[config.mk]
export PLATFORM = sky130hd
export DESIGN_NAME = dispatch_ctrl
export DESIGN_NICKNAME = d
export VERILOG_FILES = /design/src/rtl/rv32i_types.sv /design/src/rtl/dispatch_pkg.sv /design/src/rtl/dispatch_ctrl_decode.sv /design/src/rtl/dispatch_ctrl.sv
export SDC_FILE = /design/constraint.sdc
export NUM_CORES = 1
export LEC_CHECK = 0
export ABC_AREA = 1
export BUFFER_PORTS_ARGS = -buffer_cell sky130_fd_sc_hd__buf_2
export CORE_ASPECT_RATIO = 2
export CORE_MARGIN = 5
export CORE_UTILIZATION = 55
export DETAILED_ROUTE_END_ITERATION = 8
export GPL_ROUTABILITY_DRIVEN = 1
export PLACE_DENSITY = 0.87
export SETUP_SLACK_MARGIN = 0.1
export SLEW_MARGIN = 20
export SYNTH_ARGS = -nofsm -noshare
export SYNTH_HDL_FRONTEND = slang
export SYNTH_HIERARCHICAL = 1
export SYNTH_SLANG_ARGS = --single-unit
[constraint.sdc]
create_clock -name clk -period 3.8 [get_ports clk]
set_input_delay 0.76 -clock clk [delete_from_list [all_inputs] [get_ports clk]]
set_output_delay 0.76 -clock clk [all_outputs]
set_load 0.05 [all_outputs]
[src/rtl/rv32i_types.sv]
// Shared RV32I decode types: opcode constants, ALU op encoding and the decode-stage record.
package rv32i_types;

    localparam logic [6:0] op_lui   = 7'b0110111;
    localparam logic [6:0] op_auipc = 7'b0010111;
    localparam logic [6:0] op_jal   = 7'b1101111;
    localparam logic [6:0] op_jalr  = 7'b1100111;
    localparam logic [6:0] op_br    = 7'b1100011;
    localparam logic [6:0] op_load  = 7'b0000011;
    localparam logic [6:0] op_store = 7'b0100011;
    localparam logic [6:0] op_imm   = 7'b0010011;
    localparam logic [6:0] op_reg   = 7'b0110011;

    localparam logic [6:0] funct7_muldiv = 7'b0000001;

    typedef enum logic [2:0] {
        alu_op_add = 3'b000,
        alu_op_sll = 3'b001,
        alu_op_sra = 3'b010,
        alu_op_sub = 3'b011,
        alu_op_xor = 3'b100,
        alu_op_srl = 3'b101,
        alu_op_or  = 3'b110,
        alu_op_and = 3'b111
    } alu_ops;

    typedef struct packed {
        logic [6:0]  opcode;
        logic [2:0]  funct3;
        logic [6:0]  funct7;
        logic [4:0]  rs1_addr;
        logic [4:0]  rs2_addr;
        logic [4:0]  rd_addr;
        logic [31:0] imm;
        alu_ops      aluop;
        logic [2:0]  cmpop;
    } decode_stage_reg_t;

endpackage

[src/rtl/dispatch_pkg.sv]
// Dispatch-local types: op class, controller state and the opcode-to-class mapping.
package dispatch_pkg;
    import rv32i_types::*;

    typedef enum logic [2:0] {CLS_ALU, CLS_MUL, CLS_BR, CLS_MEM, CLS_ILL} disp_class_t;
    typedef enum logic {RUN, HALT} disp_state_t;

    function automatic disp_class_t classify(input logic [6:0] opc, input logic [6:0] f7);
        disp_class_t cls;
        case (opc)
            op_reg:                                    cls = (f7 == funct7_muldiv) ? CLS_MUL : CLS_ALU;
            op_lui, op_auipc, op_imm, op_jal, op_jalr: cls = CLS_ALU;
            op_br:                                     cls = CLS_BR;
            op_load, op_store:                         cls = CLS_MEM;
            default:                                   cls = CLS_ILL;
        endcase
        return cls;
    endfunction

endpackage

[src/rtl/dispatch_ctrl_decode.sv]
// Combinational RV32I field extraction; fields an opcode does not define are driven to 0.
module dispatch_ctrl_decode
    import rv32i_types::*;
(
    input  logic [31:0]       i_inst,
    output decode_stage_reg_t o_op
);

    logic [6:0]  w_opc;
    logic [2:0]  w_f3;
    logic [31:0] w_imm_i, w_imm_s, w_imm_b, w_imm_u, w_imm_j;

    assign w_opc   = i_inst[6:0];
    assign w_f3    = i_inst[14:12];
    assign w_imm_i = {{21{i_inst[31]}}, i_inst[30:20]};
    assign w_imm_s = {{21{i_inst[31]}}, i_inst[30:25], i_inst[11:7]};
    assign w_imm_b = {{20{i_inst[31]}}, i_inst[7], i_inst[30:25], i_inst[11:8], 1'b0};
    assign w_imm_u = {i_inst[31:12], 12'h000};
    assign w_imm_j = {{12{i_inst[31]}}, i_inst[19:12], i_inst[20], i_inst[30:21], 1'b0};

    function automatic alu_ops alu_sel(input logic [2:0] f3, input logic alt);
        alu_ops op;
        case (f3)
            3'b000:  op = alt ? alu_op_sub : alu_op_add;
            3'b001:  op = alu_op_sll;
            3'b100:  op = alu_op_xor;
            3'b101:  op = alt ? alu_op_sra : alu_op_srl;
            3'b110:  op = alu_op_or;
            3'b111:  op = alu_op_and;
            default: op = alu_op_add;
        endcase
        return op;
    endfunction

    // slt/sltu run through the comparator as blt/bltu
    function automatic logic [2:0] slt_cmp(input logic [2:0] f3);
        logic [2:0] c;
        case (f3)
            3'b010:  c = 3'b100;
            3'b011:  c = 3'b110;
            default: c = 3'b000;
        endcase
        return c;
    endfunction

    always_comb begin
        o_op        = '0;
        o_op.opcode = w_opc;
        case (w_opc)
            op_lui, op_auipc: begin
                o_op.rd_addr = i_inst[11:7];
                o_op.imm     = w_imm_u;
            end
            op_jal: begin
                o_op.rd_addr = i_inst[11:7];
                o_op.imm     = w_imm_j;
            end
            op_jalr, op_load: begin
                o_op.rd_addr  = i_inst[11:7];
                o_op.rs1_addr = i_inst[19:15];
                o_op.funct3   = w_f3;
                o_op.imm      = w_imm_i;
            end
            op_br: begin
                o_op.rs1_addr = i_inst[19:15];
                o_op.rs2_addr = i_inst[24:20];
                o_op.funct3   = w_f3;
                o_op.cmpop    = w_f3;
                o_op.imm      = w_imm_b;
            end
            op_store: begin
                o_op.rs1_addr = i_inst[19:15];
                o_op.rs2_addr = i_inst[24:20];
                o_op.funct3   = w_f3;
                o_op.imm      = w_imm_s;
            end
            op_imm: begin
                o_op.rd_addr  = i_inst[11:7];
                o_op.rs1_addr = i_inst[19:15];
                o_op.funct3   = w_f3;
                o_op.imm      = w_imm_i;
                o_op.aluop    = alu_sel(w_f3, (w_f3 == 3'b101) & i_inst[30]);
                o_op.cmpop    = slt_cmp(w_f3);
                if (w_f3 == 3'b001 || w_f3 == 3'b101)
                    o_op.funct7 = i_inst[31:25];
            end
            op_reg: begin
                o_op.rd_addr  = i_inst[11:7];
                o_op.rs1_addr = i_inst[19:15];
                o_op.rs2_addr = i_inst[24:20];
                o_op.funct3   = w_f3;
                o_op.funct7   = i_inst[31:25];
                if (i_inst[31:25] != funct7_muldiv) begin
                    o_op.aluop = alu_sel(w_f3, i_inst[30]);
                    o_op.cmpop = slt_cmp(w_f3);
                end
            end
            default: ;
        endcase
    end

endmodule

[src/rtl/dispatch_ctrl.sv]
// Single-slot dispatch stage: decode, classify, route to RS and allocate ROB; halts on illegal ops.
// Optional DISPATCH_PERF_EN adds dispatch and stall performance counters.
module dispatch_ctrl
    import rv32i_types::*;
    import dispatch_pkg::*;
#(
    parameter int ROB_TAG_W = 4
`ifdef DISPATCH_PERF_EN
   ,parameter int PERF_W    = 32
`endif
) (
    input  logic                 clk,
    input  logic                 rst_n,
    input  logic                 iq_valid,
    input  logic [31:0]          iq_inst,
    input  logic [31:0]          iq_pc,
    output logic                 iq_ready,
    input  logic                 rob_ready,
    input  logic [ROB_TAG_W-1:0] rob_tail_tag,
    output logic                 rob_alloc,
    input  logic                 alu_rs_ready,
    input  logic                 mul_rs_ready,
    input  logic                 br_rs_ready,
    input  logic                 mem_rs_ready,
    output logic                 alu_rs_valid,
    output logic                 mul_rs_valid,
    output logic                 br_rs_valid,
    output logic                 mem_rs_valid,
    output decode_stage_reg_t    disp_op,
    output logic [31:0]          disp_pc,
    output logic [ROB_TAG_W-1:0] disp_rob_tag,
    input  logic                 flush,
    output logic                 illegal
`ifdef DISPATCH_PERF_EN
   ,output logic [PERF_W-1:0]    perf_disp_cnt
   ,output logic [PERF_W-1:0]    perf_stall_cnt
`endif
);

    decode_stage_reg_t w_dec, r_slot_op;
    disp_class_t       w_cls, r_slot_cls;
    disp_state_t       r_state;
    logic              r_slot_valid, r_illegal;
    logic [31:0]       r_slot_pc;
    logic              w_rs_go, w_tgt_ready, w_fire, w_acc;

    dispatch_ctrl_decode u_decode (
        .i_inst (iq_inst),
        .o_op   (w_dec)
    );

    assign w_cls = classify(w_dec.opcode, w_dec.funct7);

    // RS valids are offered without looking at the RS ready
    assign w_rs_go = r_slot_valid & (r_state == RUN) & rob_ready & ~flush;

    always_comb begin
        w_tgt_ready = 1'b0;
        case (r_slot_cls)
            CLS_ALU: w_tgt_ready = alu_rs_ready;
            CLS_MUL: w_tgt_ready = mul_rs_ready;
            CLS_BR:  w_tgt_ready = br_rs_ready;
            CLS_MEM: w_tgt_ready = mem_rs_ready;
            default: w_tgt_ready = 1'b0;
        endcase
    end

    assign w_fire   = w_rs_go & w_tgt_ready;
    assign iq_ready = ~flush & (r_state == RUN) & (~r_slot_valid | w_fire);
    assign w_acc    = iq_valid & iq_ready;

    assign alu_rs_valid = w_rs_go & (r_slot_cls == CLS_ALU);
    assign mul_rs_valid = w_rs_go & (r_slot_cls == CLS_MUL);
    assign br_rs_valid  = w_rs_go & (r_slot_cls == CLS_BR);
    assign mem_rs_valid = w_rs_go & (r_slot_cls == CLS_MEM);
    assign rob_alloc    = w_fire;
    assign disp_rob_tag = rob_tail_tag;
    assign disp_op      = r_slot_op;
    assign disp_pc      = r_slot_pc;
    assign illegal      = r_illegal;

    always_ff @(posedge clk or negedge rst_n) begin
        if (!rst_n) begin
            r_state      <= RUN;
            r_slot_valid <= 1'b0;
            r_slot_op    <= '0;
            r_slot_pc    <= '0;
            r_slot_cls   <= CLS_ALU;
            r_illegal    <= 1'b0;
        end else if (flush) begin
            r_state      <= RUN;
            r_slot_valid <= 1'b0;
            r_illegal    <= 1'b0;
        end else begin
            case (r_state)
                RUN: begin
                    if (w_acc) begin
                        r_slot_valid <= 1'b1;
                        r_slot_op    <= w_dec;
                        r_slot_pc    <= iq_pc;
                        r_slot_cls   <= w_cls;
                        // halt the moment an undecodable op reaches the slot
                        if (w_cls == CLS_ILL) begin
                            r_state   <= HALT;
                            r_illegal <= 1'b1;
                        end
                    end else if (w_fire) begin
                        r_slot_valid <= 1'b0;
                    end
                end
                HALT: ;
                default: r_state <= RUN;
            endcase
        end
    end

`ifdef DISPATCH_PERF_EN
    logic [PERF_W-1:0] r_perf_disp, r_perf_stall;

    always_ff @(posedge clk or negedge rst_n) begin
        if (!rst_n) begin
            r_perf_disp  <= '0;
            r_perf_stall <= '0;
        end else begin
            if (w_fire)
                r_perf_disp <= r_perf_disp + PERF_W'(1);
            if (r_slot_valid & ~w_fire & ~flush)
                r_perf_stall <= r_perf_stall + PERF_W'(1);
        end
    end

    assign perf_disp_cnt  = r_perf_disp;
    assign perf_stall_cnt = r_perf_stall;
`endif

endmodule
==> run metrics <==
Sw Pwr=0.00144 W; part of the power in registers=40.0%; Slew Viols, Final=0; critical path class=in2out; Syn-to-layout area delta=19.5%; # setup viols final=0; fmax=391 MHz; Area contributors post-synth=dfrtp_1 46%, nand2_1 17%, nand4_1 14%, nand3_1 3.3%, inv_1 3.2%; cell taking the most area after synthesis=dfrtp_1; number of global-route vias before repair=5947; hold crit path type=in2async; Multi-input gate area=2600 um^2; Final Wtd Congestion=0.973; Crit. End Element=primary output; CP cell instances=buf_2 > inv_1 > nand2_1 > nor2_1 > inv_1 > nor4_1 > buf_2; share of the yosys chip area belonging to registers=46.3%; internal power=0.00202 W; die height=156 um; VDD IR max=0.255 mV; Worst Path Required=3.04 ns; DRT iter0 DRCs=443; number of synthesized flops with an enable pin=0; Initial Util=55.7%; clock power share=26.1%; critical path startpoint category=primary input; DR pass1 iterations=6; fraction of layout instances using a drive strength above 1=24.9%; Mapped Cells=767; cell row count=53; post-DR wirelength/cell=17.4 um; routed wire length=18200 um; clock period minus worst slack=2.56 ns; RSZ-0062 raised after global routing=no; Fill cells=999; Clock Path Buffers=2; largest net degree at the start of global routing=76; CP arrival=1.80 ns; Commonest cells post-synth=272 x nand2_1, 127 x nand4_1, 108 x dfrtp_1; switching share of power=41.6%; Total GRT Usage=28.0%; clk root buf=clkbuf_16; post-route clock skew=0.00792 ns; Combinational Power Share=33.8%; RR Endpoint=disp_op[40]; clock-pin transition on the worst setup and hold timing paths=0.07 ns; Worst R2R Start=r_slot_cls[1]; CTS buffer count=9; slowest stage delay, CP=0.31 ns; FF+latch count, synth=108; IO Count=190; Post-Syn Area per Cell=7.61 um^2; CTS tree=built; via count=5996; worst-path fanout max=4; H-tree depth=3; Congestion Overflow GR=0; global-route wire length before repair=29400 um; worst reg2reg setup slack=1.41 ns; die area=12900 um^2; Mapped Nets=844; # hold bufs at CTS=0; register area=2700 um^2; Yosys cell types=28; most frequent cell after synthesis=nand2_1; post-synth design cell area=5840 um^2; Worst-Margin Slew=0.713 ns; total core area=10500 um^2; Synth Flop Type=dfrtp_1; Layout Cells excl Fill=1045; antenna violations before repair=1; nets=980; max_cap viols=0; TNS Setup=0 ns; post-DP HPWL=13200 um; DRC Markers=0; Worst path slowest cell=buf_2; worst reg2reg path depth=9; Die Wd=82.8 um; Final Cycle Share=67.3%; top-area cell type share of the netlist area=46.3%; PnR Total Power=0.00347 W; placed cell count=1029; clock sinks=108; PwrDens=497 nW/um^2; leak pwr=4.16 nW; Buf/Inv on CP=4; Post-CTS Setup Bufs=0; post-cts resize count=0; Async SR Flop Fraction=100%; largest delay contributor family on the critical path=buffers and inverters; outcome=finished, final reports clean; antenna-violating nets left=0; final hold violations=0; Slew Limit Headroom=52.5%; post-DR vias/cell=5.74; worst skew pair latency=0.35 ns; synth warn=6; PortBufs=181; Worst Setup SP=flush
==> layout make-up <==
class	instances	area share, %
Antenna cell	1	0.0359
Clock buffer	11	3.62
Clock inverter	4	0.484
Inverter	51	2.76
Multi-Input combinational cell	543	37.3
Sequential cell	108	38.8
Tap cell	137	2.46
Timing Repair Buffer	190	14.6
==> kinds of logic (layout without fill, tap and decap cells) <==
logic type	count (synthesis)	count (layout)	synth area share (%)
AOI/OAI and AO/OA	26	26	2.40
buffers and inverters	116	256	9.33
DFF	108	108	46.3
other	0	1	0
and+or+nand+nor	517	517	42.0
==> per-layer routing <==
metal	vias up	wire length (um)	global-route usage [%]
li1	2831	-	-
met1	2814	6220	29.5
met2	277	9780	50.8
met3	74	1120	4.60
met4	0	1100	18.8
met5	-	0	0
==> power groups by stage <==
stage / registers, W / logic [W] / clock network, W
after floorplan: 0.00194 / 0.000331 / 0
after global placement: 0.00141 / 0.00116 / 0
after detailed placement: 0.00141 / 0.00118 / 0
after CTS: 0.00139 / 0.00118 / 0.000928
after global routing: 0.00141 / 0.00125 / 0.000970
final: 0.00139 / 0.00117 / 0.000905
==> how the worst max path moves through the flow <==
stage / endpoint / slack, ns / cells after the start
2_1_floorplan: alu_rs_valid / 0.45 / 5
3_3_place_gp: disp_op[63] / 1.04 / 10
3_5_place_dp: disp_op[40] / 0.99 / 10
4_1_cts: mul_rs_valid / 1.25 / 7
5_1_grt: disp_op[18] / 1.15 / 10
6_report: mul_rs_valid / 1.24 / 7
==> stage by stage <==
step	hold WS (ns)	area (um^2)	util, %	worst slack, ns
after floorplan	0.450	5840	-	0.446
after global placement	0.448	6680	63.8	1.04
after detailed placement	0.453	6680	63.8	0.992
after CTS	0.462	6970	66.5	1.25
after global routing	0.485	6970	66.6	1.15
final	0.450	6970	66.6	1.24
==> cell usage in the layout (no fill, tap or decap), types with 2 or more instances in the layout <==
cell and count:
nor2_1 45, buf_2 179, clkbuf_16 9, nand3b_1 6, nor2_2 2, clkinv_4 2, nand2_1 272, nor4_1 4
o21ai_0 4, dfrtp_1 108, nand2_2 7, clkbuf_8 2, nand4_1 127, nand2_4 3, inv_1 49, a21oi_1 18
nor3_1 7, buf_4 8, nor3_4 2, nand3_1 38, buf_12 3
==> sequential cells by signal (all words and copies together) (netlist names) <==
name,count
r_slot_valid,1
illegal,1
r_state,1
r_slot_cls,3
disp_pc,32
disp_op,70
==> worst register-to-register path, delay by kind of cell, from the launching register on <==
kind	cells	cell delay, ns
and+or+nand+nor	7	1.39
DFF	1	0.45
AOI/OAI and AO/OA	1	0.09
buffers and inverters	1	0.34
Note: power is estimated with default switching activity, not from simulation.
